[config.mk]
export PLATFORM = sky130hd
export DESIGN_NAME = fb_scanout
export DESIGN_NICKNAME = d
export VERILOG_FILES = /design/src/rtl/video_pkg.sv /design/src/rtl/pipe_delay.sv /design/src/rtl/fb_scanout.sv
export SDC_FILE = /design/constraint.sdc
export NUM_CORES = 1
export LEC_CHECK = 0
export CORE_MARGIN = 10
export CORE_UTILIZATION = 26
export DETAILED_ROUTE_END_ITERATION = 12
export MAX_ROUTING_LAYER = met4
export PLACE_DENSITY = 0.51
export SYNTH_ARGS = -nofsm -noshare
export SYNTH_HDL_FRONTEND = slang
export SYNTH_SLANG_ARGS = --single-unit
[constraint.sdc]
create_clock -name clk_pixel_in -period 2.8 [get_ports clk_pixel_in]
set_clock_uncertainty 0.1 [all_clocks]
set_input_delay 0.42 -clock clk_pixel_in [delete_from_list [all_inputs] [get_ports clk_pixel_in]]
set_output_delay 0.42 -clock clk_pixel_in [all_outputs]
set_load 0.01 [all_outputs]
[src/rtl/video_pkg.sv]
// Shared video types: framebuffer geometry, RGB565/RGB888 pixel formats and
// the front-buffer swap FSM encoding.
package video_pkg;

  localparam int FB_W = 1280 >> 2;
  localparam int FB_H = 720 >> 2;

  typedef struct packed {
    logic [4:0] r;
    logic [5:0] g;
    logic [4:0] b;
  } rgb565_t;

  typedef struct packed {
    logic [7:0] r;
    logic [7:0] g;
    logic [7:0] b;
  } rgb888_t;

  typedef enum logic [1:0] {
    SWAP_IDLE,
    SWAP_PENDING,
    SWAP_WAIT_LOW
  } swap_state_t;

  // MSB replication keeps full-scale inputs at 8'hFF and zero at 8'h00.
  function automatic rgb888_t rgb565_to_rgb888(input rgb565_t p);
    rgb888_t c;
    c.r = {p.r, p.r[4:2]};
    c.g = {p.g, p.g[5:4]};
    c.b = {p.b, p.b[4:2]};
    return c;
  endfunction

endpackage

[src/rtl/pipe_delay.sv]
// Resettable shift register: delays a WIDTH-bit bundle by exactly DEPTH cycles.
// Reset clears every stage so no stale strobes emerge after a mid-frame reset.
module pipe_delay #(
  parameter int WIDTH = 1,
  parameter int DEPTH = 1
) (
  input  logic             clk_i,
  input  logic             rst_i,
  input  logic [WIDTH-1:0] din_i,
  output logic [WIDTH-1:0] dout_o
);

  logic [WIDTH-1:0] stage_q [DEPTH];

  always_ff @(posedge clk_i or posedge rst_i) begin
    if (rst_i) begin
      for (int i = 0; i < DEPTH; i++) begin
        stage_q[i] <= '0;
      end
    end else begin
      stage_q[0] <= din_i;
      for (int i = 1; i < DEPTH; i++) begin
        stage_q[i] <= stage_q[i-1];
      end
    end
  end

  assign dout_o = stage_q[DEPTH-1];

endmodule

[src/rtl/fb_scanout.sv]
// Framebuffer scanout: maps active pixel position to upscaled BRAM addresses,
// expands RGB565 to RGB888 and realigns strobes; swaps front buffer on frame edge.
module fb_scanout
  import video_pkg::*;
#(
  parameter int ACTIVE_H_PIXELS = 1280,
  parameter int ACTIVE_LINES    = 720,
  parameter int SCALE_SHIFT     = 2,
  parameter int READ_LATENCY    = 2,
  parameter int H_W             = 11,
  parameter int V_W             = 10,
  parameter int ADDR_W          = $clog2(2 * FB_W * FB_H)
) (
  input  logic              clk_pixel_in,
  input  logic              rst_in,
  input  logic [H_W-1:0]    hcount_in,
  input  logic [V_W-1:0]    vcount_in,
  input  logic              hs_in,
  input  logic              vs_in,
  input  logic              ad_in,
  input  logic              nf_in,
  input  logic              swap_req_in,
  output logic              swap_ack_out,
  output logic              front_buf_out,
  output logic [ADDR_W-1:0] fb_addr_out,
  output logic              fb_rd_en_out,
  input  logic [15:0]       fb_data_in,
  output logic [7:0]        red_out,
  output logic [7:0]        green_out,
  output logic [7:0]        blue_out,
  output logic              hs_out,
  output logic              vs_out,
  output logic              ad_out,
  output logic              nf_out
);

  localparam int FB_W_L = ACTIVE_H_PIXELS >> SCALE_SHIFT;
  localparam int FB_H_L = ACTIVE_LINES >> SCALE_SHIFT;
  localparam int LAT    = READ_LATENCY + 2;

  localparam logic [ADDR_W-1:0] BUF1_BASE = ADDR_W'(FB_W_L * FB_H_L);
  localparam logic [ADDR_W-1:0] ROW_STEP  = ADDR_W'(FB_W_L);

  logic [ADDR_W-1:0] row_base_q, row_base_d;
  logic [ADDR_W-1:0] addr_q, addr_d;
  logic              rd_en_q;
  rgb565_t           pix_q;
  swap_state_t       state_q, state_d;
  logic              front_buf_q, front_buf_d;
  logic              ack_q, ack_d;
  logic              row_last;
  logic [ADDR_W-1:0] x_ext;
  logic [3:0]        strb_dly;
  rgb888_t           rgb;

  // Last column of the last source-line replica: step to the next fb row.
  assign row_last = (hcount_in == H_W'(ACTIVE_H_PIXELS - 1)) &&
                    (vcount_in < V_W'(ACTIVE_LINES)) &&
                    (&vcount_in[SCALE_SHIFT-1:0]);

  assign x_ext = ADDR_W'(hcount_in >> SCALE_SHIFT);

  always_comb begin
    row_base_d = row_base_q;
    if (nf_in) begin
      row_base_d = '0;
    end else if (row_last) begin
      row_base_d = row_base_q + ROW_STEP;
    end
  end

  always_comb begin
    addr_d = (front_buf_q ? BUF1_BASE : '0) + row_base_q + x_ext;
  end

  always_comb begin
    state_d     = state_q;
    front_buf_d = front_buf_q;
    ack_d       = 1'b0;
    case (state_q)
      SWAP_IDLE: begin
        if (swap_req_in) state_d = SWAP_PENDING;
      end
      SWAP_PENDING: begin
        if (nf_in) begin
          front_buf_d = ~front_buf_q;
          ack_d       = 1'b1;
          state_d     = SWAP_WAIT_LOW;
        end
      end
      SWAP_WAIT_LOW: begin
        if (!swap_req_in) state_d = SWAP_IDLE;
      end
      default: state_d = SWAP_IDLE;
    endcase
  end

  always_ff @(posedge clk_pixel_in or posedge rst_in) begin
    if (rst_in) begin
      row_base_q  <= '0;
      addr_q      <= '0;
      rd_en_q     <= 1'b0;
      pix_q       <= '0;
      state_q     <= SWAP_IDLE;
      front_buf_q <= 1'b0;
      ack_q       <= 1'b0;
    end else begin
      row_base_q  <= row_base_d;
      addr_q      <= addr_d;
      rd_en_q     <= ad_in;
      pix_q       <= rgb565_t'(fb_data_in);
      state_q     <= state_d;
      front_buf_q <= front_buf_d;
      ack_q       <= ack_d;
    end
  end

  pipe_delay #(
    .WIDTH (4),
    .DEPTH (LAT)
  ) u_strb_dly (
    .clk_i  (clk_pixel_in),
    .rst_i  (rst_in),
    .din_i  ({hs_in, vs_in, ad_in, nf_in}),
    .dout_o (strb_dly)
  );

  assign {hs_out, vs_out, ad_out, nf_out} = strb_dly;

  assign rgb       = rgb565_to_rgb888(pix_q);
  assign red_out   = ad_out ? rgb.r : 8'h00;
  assign green_out = ad_out ? rgb.g : 8'h00;
  assign blue_out  = ad_out ? rgb.b : 8'h00;

  assign fb_addr_out   = addr_q;
  assign fb_rd_en_out  = rd_en_q;
  assign front_buf_out = front_buf_q;
  assign swap_ack_out  = ack_q;

endmodule

==> flow_metrics.tcl, run 1 <==
set metrics [dict create \
    outcome "finished, final reports clean" \
    critPathMostFrequentCell "inv_1" \
    final_cells 490 \
    slew_viol_final 0 \
    relSlewSlack_pct 60.33 \
    root_buffer "clkbuf_8" \
    tightest_slew_ns 0.5932 \
    vias 2139 \
    initial_core_util_pct 26.44 \
    dr.first_iter.drc_count 113 \
    via_per_inst 4.365 \
    cts_made_buffers 9 \
    dp_cells 474 \
    worstReg2RegStart "front_buf_out" \
    critPathKind "in2reg" \
    dieWidth_um 124.8 \
    ys_warn_count 0 \
    hold_path_class "reg2reg" \
    rrSetupSlack_ns 0.30 \
    maxCapViolCount 0 \
    seq_area_frac_synth_pct 56.12 \
    yosys.area.top_type "dfrtp_1" \
    ys_seq_elements 64 \
    clkLatencyLatePin_ns 0.34 \
    clk_pin_slew_ns 0.07 \
    post_cts_buffers 0 \
    power.density_mw_per_mm2 592.3 \
    worstReg2RegEnd "fb_addr_out[12]" \
    grt_antenna_before_repair 0 \
    syn_area_per_cell_um2 11.60 \
    ys_top_cells_by_area "dfrtp_1 56%, ha_1 6.1%, and2_1 3.7%" \
    grt_max_degree 43 \
    grt_use_total_pct 9.343 \
    critPathCapture "fb_addr_out[12]" \
    crit_path_end_kind "flop" \
    worstPathRequired_ns 2.92 \
    rows 38 \
    setup_ws_ns 0.2197 \
    cts_sinks 64 \
    slowest_stage "fa_1" \
    cts_hold_buf 0 \
    critPathTopFamily "adder cells" \
    n_antenna_cell 0 \
    htree_levels 3 \
    ys.flop_type "dfrtp_1" \
    routedWlPerCell_um 14.14 \
    dp_slack_ns -0.05857 \
    core_area_mm2 0.01079 \
    setup_viol 0 \
    boundaryPins 92 \
    fin_setup_tns_ns 0 \
    overflow 0 \
    firstDrtPassIters 4 \
    path_depth 10 \
    reg2reg_depth 9 \
    synth_top_area_share_pct 56.12 \
    ir_worst_vdd_mv 0.2026 \
    cts.repair.resized 0 \
    ys_types 41 \
    synthArstFlopShare_pct 100.0 \
    drtAntennaViolNets 0 \
    path_cells "clkdlybuf4s50_1, inv_1, fa_1, inv_1, ha_1, nand2_1, o21ai_0, buf_4, nand4_1, xnor2_1" \
    cts_tree "built" \
    power.total_mw 2.460 \
    routed_wl_um 6928 \
    start_kind "primary input" \
    die_h_um 124.8 \
    max_freq_mhz 387.6 \
    die-area_mm2 0.01557 \
    synth.most_common_cell "dfrtp_1" \
    fin_nets 404 \
    gp_congestion 0.7771 \
    cpPeakStageDelay_ns 0.53 \
    finalCriticalPeriod_ns 2.580 \
    final.period_utilization_pct 92.15 \
    synth_area_mm2 0.002854 \
    layout-drive-gt1-share_pct 10.57 \
    cts_buffer_depth 2 \
    synth.top_cells.by_count "64 x dfrtp_1, 17 x and2_1, 14 x ha_1, 13 x nor2_1" \
    path_buf_inv 4 \
    placement.io_buffers 89 \
    cp.arrival_ns 2.70 \
    synthToLayoutAreaGrowth_pct 45.51 \
    grt_pass1_vias 2238 \
    grt_pass1_wl_um 11520 \
    worstPathMaxFanout 5 \
    hpwl_um 5437 \
    cp-startpoint "hcount_in[10]" \
    drc 0 \
    hold_viol 0 \
    power_leakage_nw 1.783 \
    synth_edf_count 0 \
    rsz0062_at_grt "false" \
    syn_inst 246 \
]
[worst min-delay path by stage]
stage | from | endpoint | cells after the start
finish | u_strb_dly.stage_q[9] | u_strb_dly.stage_q[5] | 0
global route | u_strb_dly.stage_q[6] | u_strb_dly.dout_o[2] | 0
CTS | u_strb_dly.stage_q[9] | u_strb_dly.stage_q[5] | 0
floorplan | u_strb_dly.stage_q[4] | u_strb_dly.dout_o[0] | 0
detailed placement | u_strb_dly.stage_q[9] | u_strb_dly.stage_q[5] | 0
global placement | u_strb_dly.stage_q[12] | u_strb_dly.stage_q[8] | 0
[stage by stage]
step	util, %	hold slack [ns]	area [um^2]
floorplan	-	0.2312	2858
global placement	36.49	0.2325	3939
detailed placement	36.49	0.2347	3939
CTS	38.48	0.2500	4153
global route	38.48	0.2479	4153
finish	38.48	0.2488	4153
[state kept, by name, summed over array words and instances (netlist names)]
name,count
row_base_q,11
swap_ack_out,1
fb_addr_out,17
u_strb_dly.dout_o,4
state_q,2
front_buf_out,1
pix_q,16
u_strb_dly.stage_q,12
[cell type report]
| class | count | area (um^2) |
|---|---|---|
| Multi-Input combinational cell | 154 | 1101 |
| Timing Repair Buffer | 104 | 1016 |
| Fill cell | 1032 | 6640 |
| Clock buffer | 13 | 148.9 |
| Inverter | 12 | 45.04 |
| Sequential cell | 64 | 1602 |
| Clock inverter | 3 | 65.06 |
| Tap cell | 140 | 175.2 |
[worst register-to-register path: stages (launching register included)]
cell	delay (ns)
dfrtp_1	0.50
inv_1	0.11
fa_1	0.51
inv_1	0.04
ha_1	0.31
nand2_1	0.05
o21ai_0	0.27
buf_4	0.19
nand4_1	0.14
xnor2_1	0.17
[cell usage in the layout (no fill, tap or decap), types with 2 or more instances in the layout]
| master | instances |
|---|---|
| clkdlybuf4s50_1 | 89 |
| dfrtp_1 | 64 |
| and2_1 | 17 |
| ha_1 | 14 |
| buf_4 | 14 |
| nor2_1 | 13 |
| inv_1 | 11 |
| a21oi_1 | 10 |
| clkbuf_8 | 10 |
| nand2_1 | 9 |
| xnor2_1 | 9 |
| nand4_1 | 8 |
| nand3_1 | 7 |
| mux2_2 | 6 |
| o21ai_0 | 5 |
| nor2b_1 | 5 |
| or4_1 | 5 |
| xor2_1 | 4 |
| or3_1 | 4 |
| and3_1 | 3 |
| o2111ai_1 | 3 |
| o211ai_1 | 3 |
| nor4_1 | 3 |
| o31ai_1 | 3 |
| nor4b_1 | 3 |
| clkbuf_1 | 3 |
| nand2b_1 | 2 |
| mux2i_1 | 2 |
| o311ai_0 | 2 |
| conb_1 | 2 |
| bufinv_16 | 2 |
[layer usage]
| metal | track usage [%] | vias to the layer above | share of wire, % |
|---|---|---|---|
| met5 | - | - | 0 |
| met4 | 3.358 | 0 | 1.5 |
| met3 | 3.787 | 11 | 6.6 |
| met2 | 14.39 | 70 | 46 |
| met1 | 10.75 | 1005 | 46 |
| li1 | - | 1053 | - |
[power by group]
group | leakage [nW] | internal [mW] | switching (mW) | total [mW]
Clock | 0.108 | 0.526 | 0.337 | 0.863
Sequential | 0.784 | 1.01 | 0.0453 | 1.06
Combinational | 0.891 | 0.303 | 0.238 | 0.541
Total | 1.78 | 1.84 | 0.621 | 2.46
[kinds of logic after synthesis]
family	share of synthesized area [%]
mux	3.069
simple gates	17.32
buf+inv	5.436
xor+xnor	3.990
flops	56.12
fa+ha+maj	6.839
compound gates	7.103
other cells	0.1314
No activity file was read; power rests on OpenSTA's default activity.
==> inputs of run 2 (changes only) <==
- CTS_BUF_LIST: default -> sky130_fd_sc_hd__clkbuf_8
- CTS_CLUSTER_SIZE: default -> 40
==> run 2 against run 1 <==
  * Fmax about the same
  * Die area is the same
  * Combinational power about the same
  * Final cell count is the same
  * Critical endpoint unchanged
  * Power decreased by 0.42%
==> flow_metrics.tcl, run 2 (synthesis gave the netlist of run 1 again) <==
set metrics [dict create \
    setup_ws_ns 0.2213 \
    routed_wl_um 6927 \
    gp_congestion 0.7771 \
    clkLatencyLatePin_ns 0.34 \
    vias 2139 \
    area.sequential_mm2 0.001602 \
    drtAntennaViolNets 0 \
    crit_path_end_kind "flop" \
    cts_hold_buf 0 \
    rows 38 \
    firstDrtPassIters 4 \
    boundaryPins 92 \
    reg2reg_depth 9 \
    htree_levels 3 \
    rsz0062_at_grt "false" \
    final_cell_mix "89 x clkdlybuf4s50_1, 64 x dfrtp_1, 17 x and2_1" \
    worstPathMaxFanout 5 \
    path_buf_inv 4 \
    initial_core_util_pct 26.44 \
    worstPathRequired_ns 2.92 \
    ir_worst_vdd_mv 0.2025 \
    grt_pass1_wl_um 11520 \
    grt_antenna_before_repair 0 \
    mostFrequentLayoutCell "clkdlybuf4s50_1" \
    multi_input_area_mm2 0.001101 \
    tightest_slew_ns 0.5932 \
    grt_use_total_pct 9.343 \
    start_kind "primary input" \
    fill_cells 1032 \
    die_h_um 124.8 \
    final.period_utilization_pct 92.10 \
    relSlewSlack_pct 60.33 \
    slew_viol_final 0 \
    cp.arrival_ns 2.70 \
    n_antenna_cell 0 \
    path_depth 10 \
    path_cells "clkdlybuf4s50_1, inv_1, fa_1, inv_1, ha_1, nand2_1, o21ai_0, buf_4, nand4_1, xnor2_1" \
    outcome "finished, final reports clean" \
    holdPathStages 0 \
    drc 0 \
    critPathMostFrequentCell "inv_1" \
    placement.io_buffers 89 \
    grt_pass1_vias 2238 \
    dr.first_iter.drc_count 113 \
    slowest_stage "fa_1" \
    maxCapViolCount 0 \
    root_buffer "clkbuf_8" \
    cts_buffer_depth 2 \
    fin_nets 404 \
    hold_viol 0 \
    synthToLayoutAreaGrowth_pct 45.51 \
    cpPeakStageDelay_ns 0.53 \
    die-area_mm2 0.01557 \
    dp_slack_ns -0.05857 \
    critPathTopFamily "adder cells" \
    dieWidth_um 124.8 \
    whs_ns 0.2489 \
    finalCriticalPeriod_ns 2.579 \
    cts_made_buffers 9 \
    hpwl_um 5437 \
    power_leakage_nw 1.795 \
    critPathKind "in2reg" \
    overflow 0 \
    hold_path_class "reg2reg" \
    core_area_mm2 0.01079 \
    cts.repair.resized 0 \
    cts_sinks 64 \
    cts_tree "built" \
    power.density_mw_per_mm2 589.8 \
    post_cts_buffers 0 \
    largest_reg_flops 17 \
    grt_max_degree 43 \
    via_per_inst 4.365 \
    routedWlPerCell_um 14.14 \
    clk_pin_slew_ns 0.07 \
    setup_viol 0 \
    layout-drive-gt1-share_pct 10.57 \
    fin_setup_tns_ns 0 \
    max_freq_mhz 387.8 \
]
run 2: cell count changes in the layout (fill, tap and decap cells not counted), sizes merged:
cell	previous run	this run
clkbuf	13	10
inv	12	15
run 2: area by class of cell:
cell class | count | share of cell area (%)
well taps | 140 | 4.218
multi-input cells | 154 | 26.51
inverters | 12 | 1.085
clock inverters | 6 | 1.838
flip-flops and latches | 64 | 38.57
clock buffers | 10 | 3.314
repair buffers | 104 | 24.47
run 2: final timing paths:
| check | startpoint | to | slack, ns |
|---|---|---|---|
| max | hcount_in[10] | fb_addr_out[12] | 0.22 |
| min | u_strb_dly.stage_q[9] | u_strb_dly.stage_q[5] | 0.25 |
| max reg2reg | front_buf_out | fb_addr_out[12] | 0.30 |
| min reg2reg | u_strb_dly.stage_q[9] | u_strb_dly.stage_q[5] | 0.25 |
| max in group asynchronous | rst_in | row_base_q[7] | 1.65 |
| min in group asynchronous | rst_in | fb_addr_out[7] | 0.35 |
run 2: per-layer routing:
| metal | vias to the layer above | GRT usage [%] | wire (um) |
|---|---|---|---|
| li1 | 1053 | - | - |
| met1 | 1005 | 10.75 | 3178 |
| met2 | 70 | 14.39 | 3185 |
| met3 | 11 | 3.787 | 458 |
| met4 | 0 | 3.358 | 104 |
| met5 | - | - | 0 |
run 2: power breakdown:
| group | switching, mW | internal (mW) |
|---|---|---|
| Clock | 0.338 | 0.515 |
| Combinational | 0.238 | 0.303 |
| Sequential | 0.0453 | 1.01 |
run 2: through the flow:
stage               power (mW)  instance area [um^2]  instances  util, %
finish                   2.449                  4153        490    38.48
global route             2.593                  4153        490    38.48
CTS                      2.500                  4153        490    38.48
detailed placement       1.622                  3939        474    36.49
global placement         1.615                  3939        474    36.49
floorplan                1.314                  2858        247        -
==> inputs of run 3 (changes only) <==
- CORE_MARGIN: 10 -> 8
==> run 3 against run 2 <==
  * Fmax is 2.0% higher
  * Clock-buffer cell count is 1 lower
  * Routed wire length down 3.2%
  * Via count fell by 0.37%
  * Combinational power hardly changed
  * Largest cell class unchanged
  * Highest routed layer unchanged
  * Non-clock buffer count unchanged
  * Clock power fell by 9.0%
  * Power is 3.4% lower
  * Flip-flop and latch count did not move
  * Sequential power about the same
==> flow_metrics.tcl, run 3 (synthesis gave the netlist of run 1 again) <==
set metrics [dict create \
    cts_hold_buf 0 \
    clkPwrFrac_pct 32.8 \
    final_util_pct 38.21 \
    dp_slack_ns -0.05175 \
    final_cell_area_mm2 0.004124 \
    critPathMostFrequentCell "inv_1" \
    cts.repair.resized 0 \
    switchingPower_mw 0.6458 \
    ir_worst_vdd_mv 0.2272 \
    slew_viol_final 0 \
    n_antenna_cell 0 \
    slowest_stage "fa_1" \
    start_kind "primary input" \
    mostFrequentLayoutCell "clkdlybuf4s50_1" \
    p_seq_share_pct 44.4 \
    cpPeakStageDelay_ns 0.53 \
    grt_max_degree 28 \
    placement.io_buffers 89 \
    synthToLayoutAreaGrowth_pct 44.50 \
    boundaryPins 92 \
    post_cts_buffers 0 \
    cts_sinks 64 \
    die_h_um 120.8 \
    fill_cells 1079 \
    hold_viol 0 \
    firstDrtPassIters 4 \
    max_freq_mhz 395.7 \
    layout-drive-gt1-share_pct 11.14 \
    grt_use_total_pct 9.714 \
    power.density_mw_per_mm2 573.6 \
    cp.arrival_ns 2.64 \
    cts_tree "built" \
    worstPathRequired_ns 2.91 \
    whs_ns 0.2396 \
    clk_pin_slew_ns 0.07 \
    critPathTopFamily "adder cells" \
    relSlewSlack_pct 55.40 \
    placed_area_mm2 0.003926 \
    tightest_slew_ns 0.6669 \
    overflow 0 \
    setup_ws_ns 0.2727 \
    grt_pass1_vias 2161 \
    p_comb_share_pct 22.8 \
    final_cells 490 \
    initial_core_util_pct 26.44 \
    via_per_inst 4.349 \
    power.total_mw 2.366 \
    multi_input_area_mm2 0.001101 \
    final.period_utilization_pct 90.26 \
    routed_wl_um 6707 \
    die-area_mm2 0.01459 \
    setup_viol 0 \
    core_area_mm2 0.01079 \
    fin_nets 404 \
    routedWlPerCell_um 13.69 \
    hold_path_class "reg2reg" \
    dp_cells 474 \
    maxCapViolCount 0 \
    vias 2131 \
    hpwl_um 5222 \
    clkLatencyLatePin_ns 0.33 \
    path_cells "clkdlybuf4s50_1, inv_1, fa_1, inv_1, ha_1, nand2_1, o21ai_0, buf_4, nand4_1, xnor2_1" \
    worstPathMaxFanout 5 \
    final_cell_mix "89 x clkdlybuf4s50_1, 64 x dfrtp_1, 17 x and2_1" \
    root_buffer "clkbuf_8" \
    dieWidth_um 120.8 \
    crit_path_end_kind "flop" \
    drtAntennaViolNets 0 \
    rsz0062_at_grt "false" \
    rows 38 \
    rrSetupSlack_ns 0.35 \
    htree_levels 3 \
    finalCriticalPeriod_ns 2.527 \
    grt_antenna_before_repair 0 \
    power_leakage_nw 1.763 \
    area.sequential_mm2 0.001602 \
    fin_setup_tns_ns 0 \
    largest_reg_flops 17 \
    path_buf_inv 4 \
    intPower_mw 1.720 \
    cts_buffer_depth 2 \
    gp_congestion 0.7665 \
    dr.first_iter.drc_count 95 \
    cts_made_buffers 9 \
    outcome "finished, final reports clean" \
    switching_share_pct 27.30 \
    critPathKind "in2reg" \
    drc 0 \
    grt_pass1_wl_um 10900 \
]
[run 3: cell count changes in the layout (fill, tap and decap cells not counted), sizes merged]
| cell | before | now |
|---|---|---|
| clkinvlp | 0 | 3 |
| bufinv | 2 | 1 |
| clkinv | 1 | 2 |
| clkbuf | 10 | 9 |
| inv | 15 | 13 |
[run 3: worst register-to-register path, cell delays in order (launching register included)]
cell,delay (ns)
dfrtp_1,0.51
inv_1,0.10
fa_1,0.50
inv_1,0.04
ha_1,0.31
nand2_1,0.05
o21ai_0,0.24
buf_4,0.18
nand4_1,0.13
xnor2_1,0.16
[run 3: worst paths after layout]
check | from | end | cells past startpoint
worst max-delay path | hcount_in[10] | fb_addr_out[12] | 10
worst min-delay path | u_strb_dly.stage_q[12] | u_strb_dly.stage_q[8] | 0
worst max register to register | front_buf_out | fb_addr_out[12] | 9
worst min register to register | u_strb_dly.stage_q[12] | u_strb_dly.stage_q[8] | 0
max in group asynchronous | rst_in | state_q[1] | 3
min in group asynchronous | rst_in | pix_q[15] | 2
[run 3: power groups by stage]
stage,Combinational (mW),Sequential [mW],Clock [mW]
2_1_floorplan,0.221,1.09,0
6_report,0.539,1.05,0.775
4_1_cts,0.547,1.05,0.810
3_3_place_gp,0.540,1.07,0
5_1_grt,0.585,1.06,0.860
3_5_place_dp,0.541,1.07,0
[run 3: area by class of cell]
type                            count  area share (%)
Clock buffer                        9           3.004
Clock inverter                      7           1.790
Inverter                           12           1.092
Multi-Input combinational cell    154           26.70
Sequential cell                    64           38.84
Tap cell                          140           4.248
Timing Repair Buffer              104           24.33
[run 3: routing by layer]
| metal | part of all wire [%] | GRT usage (%) | vias up |
|---|---|---|---|
| li1 | - | - | 1044 |
| met1 | 46 | 11.55 | 999 |
| met2 | 45 | 14.94 | 81 |
| met3 | 6.9 | 3.683 | 7 |
| met4 | 1.1 | 3.044 | 0 |
| met5 | 0 | - | - |
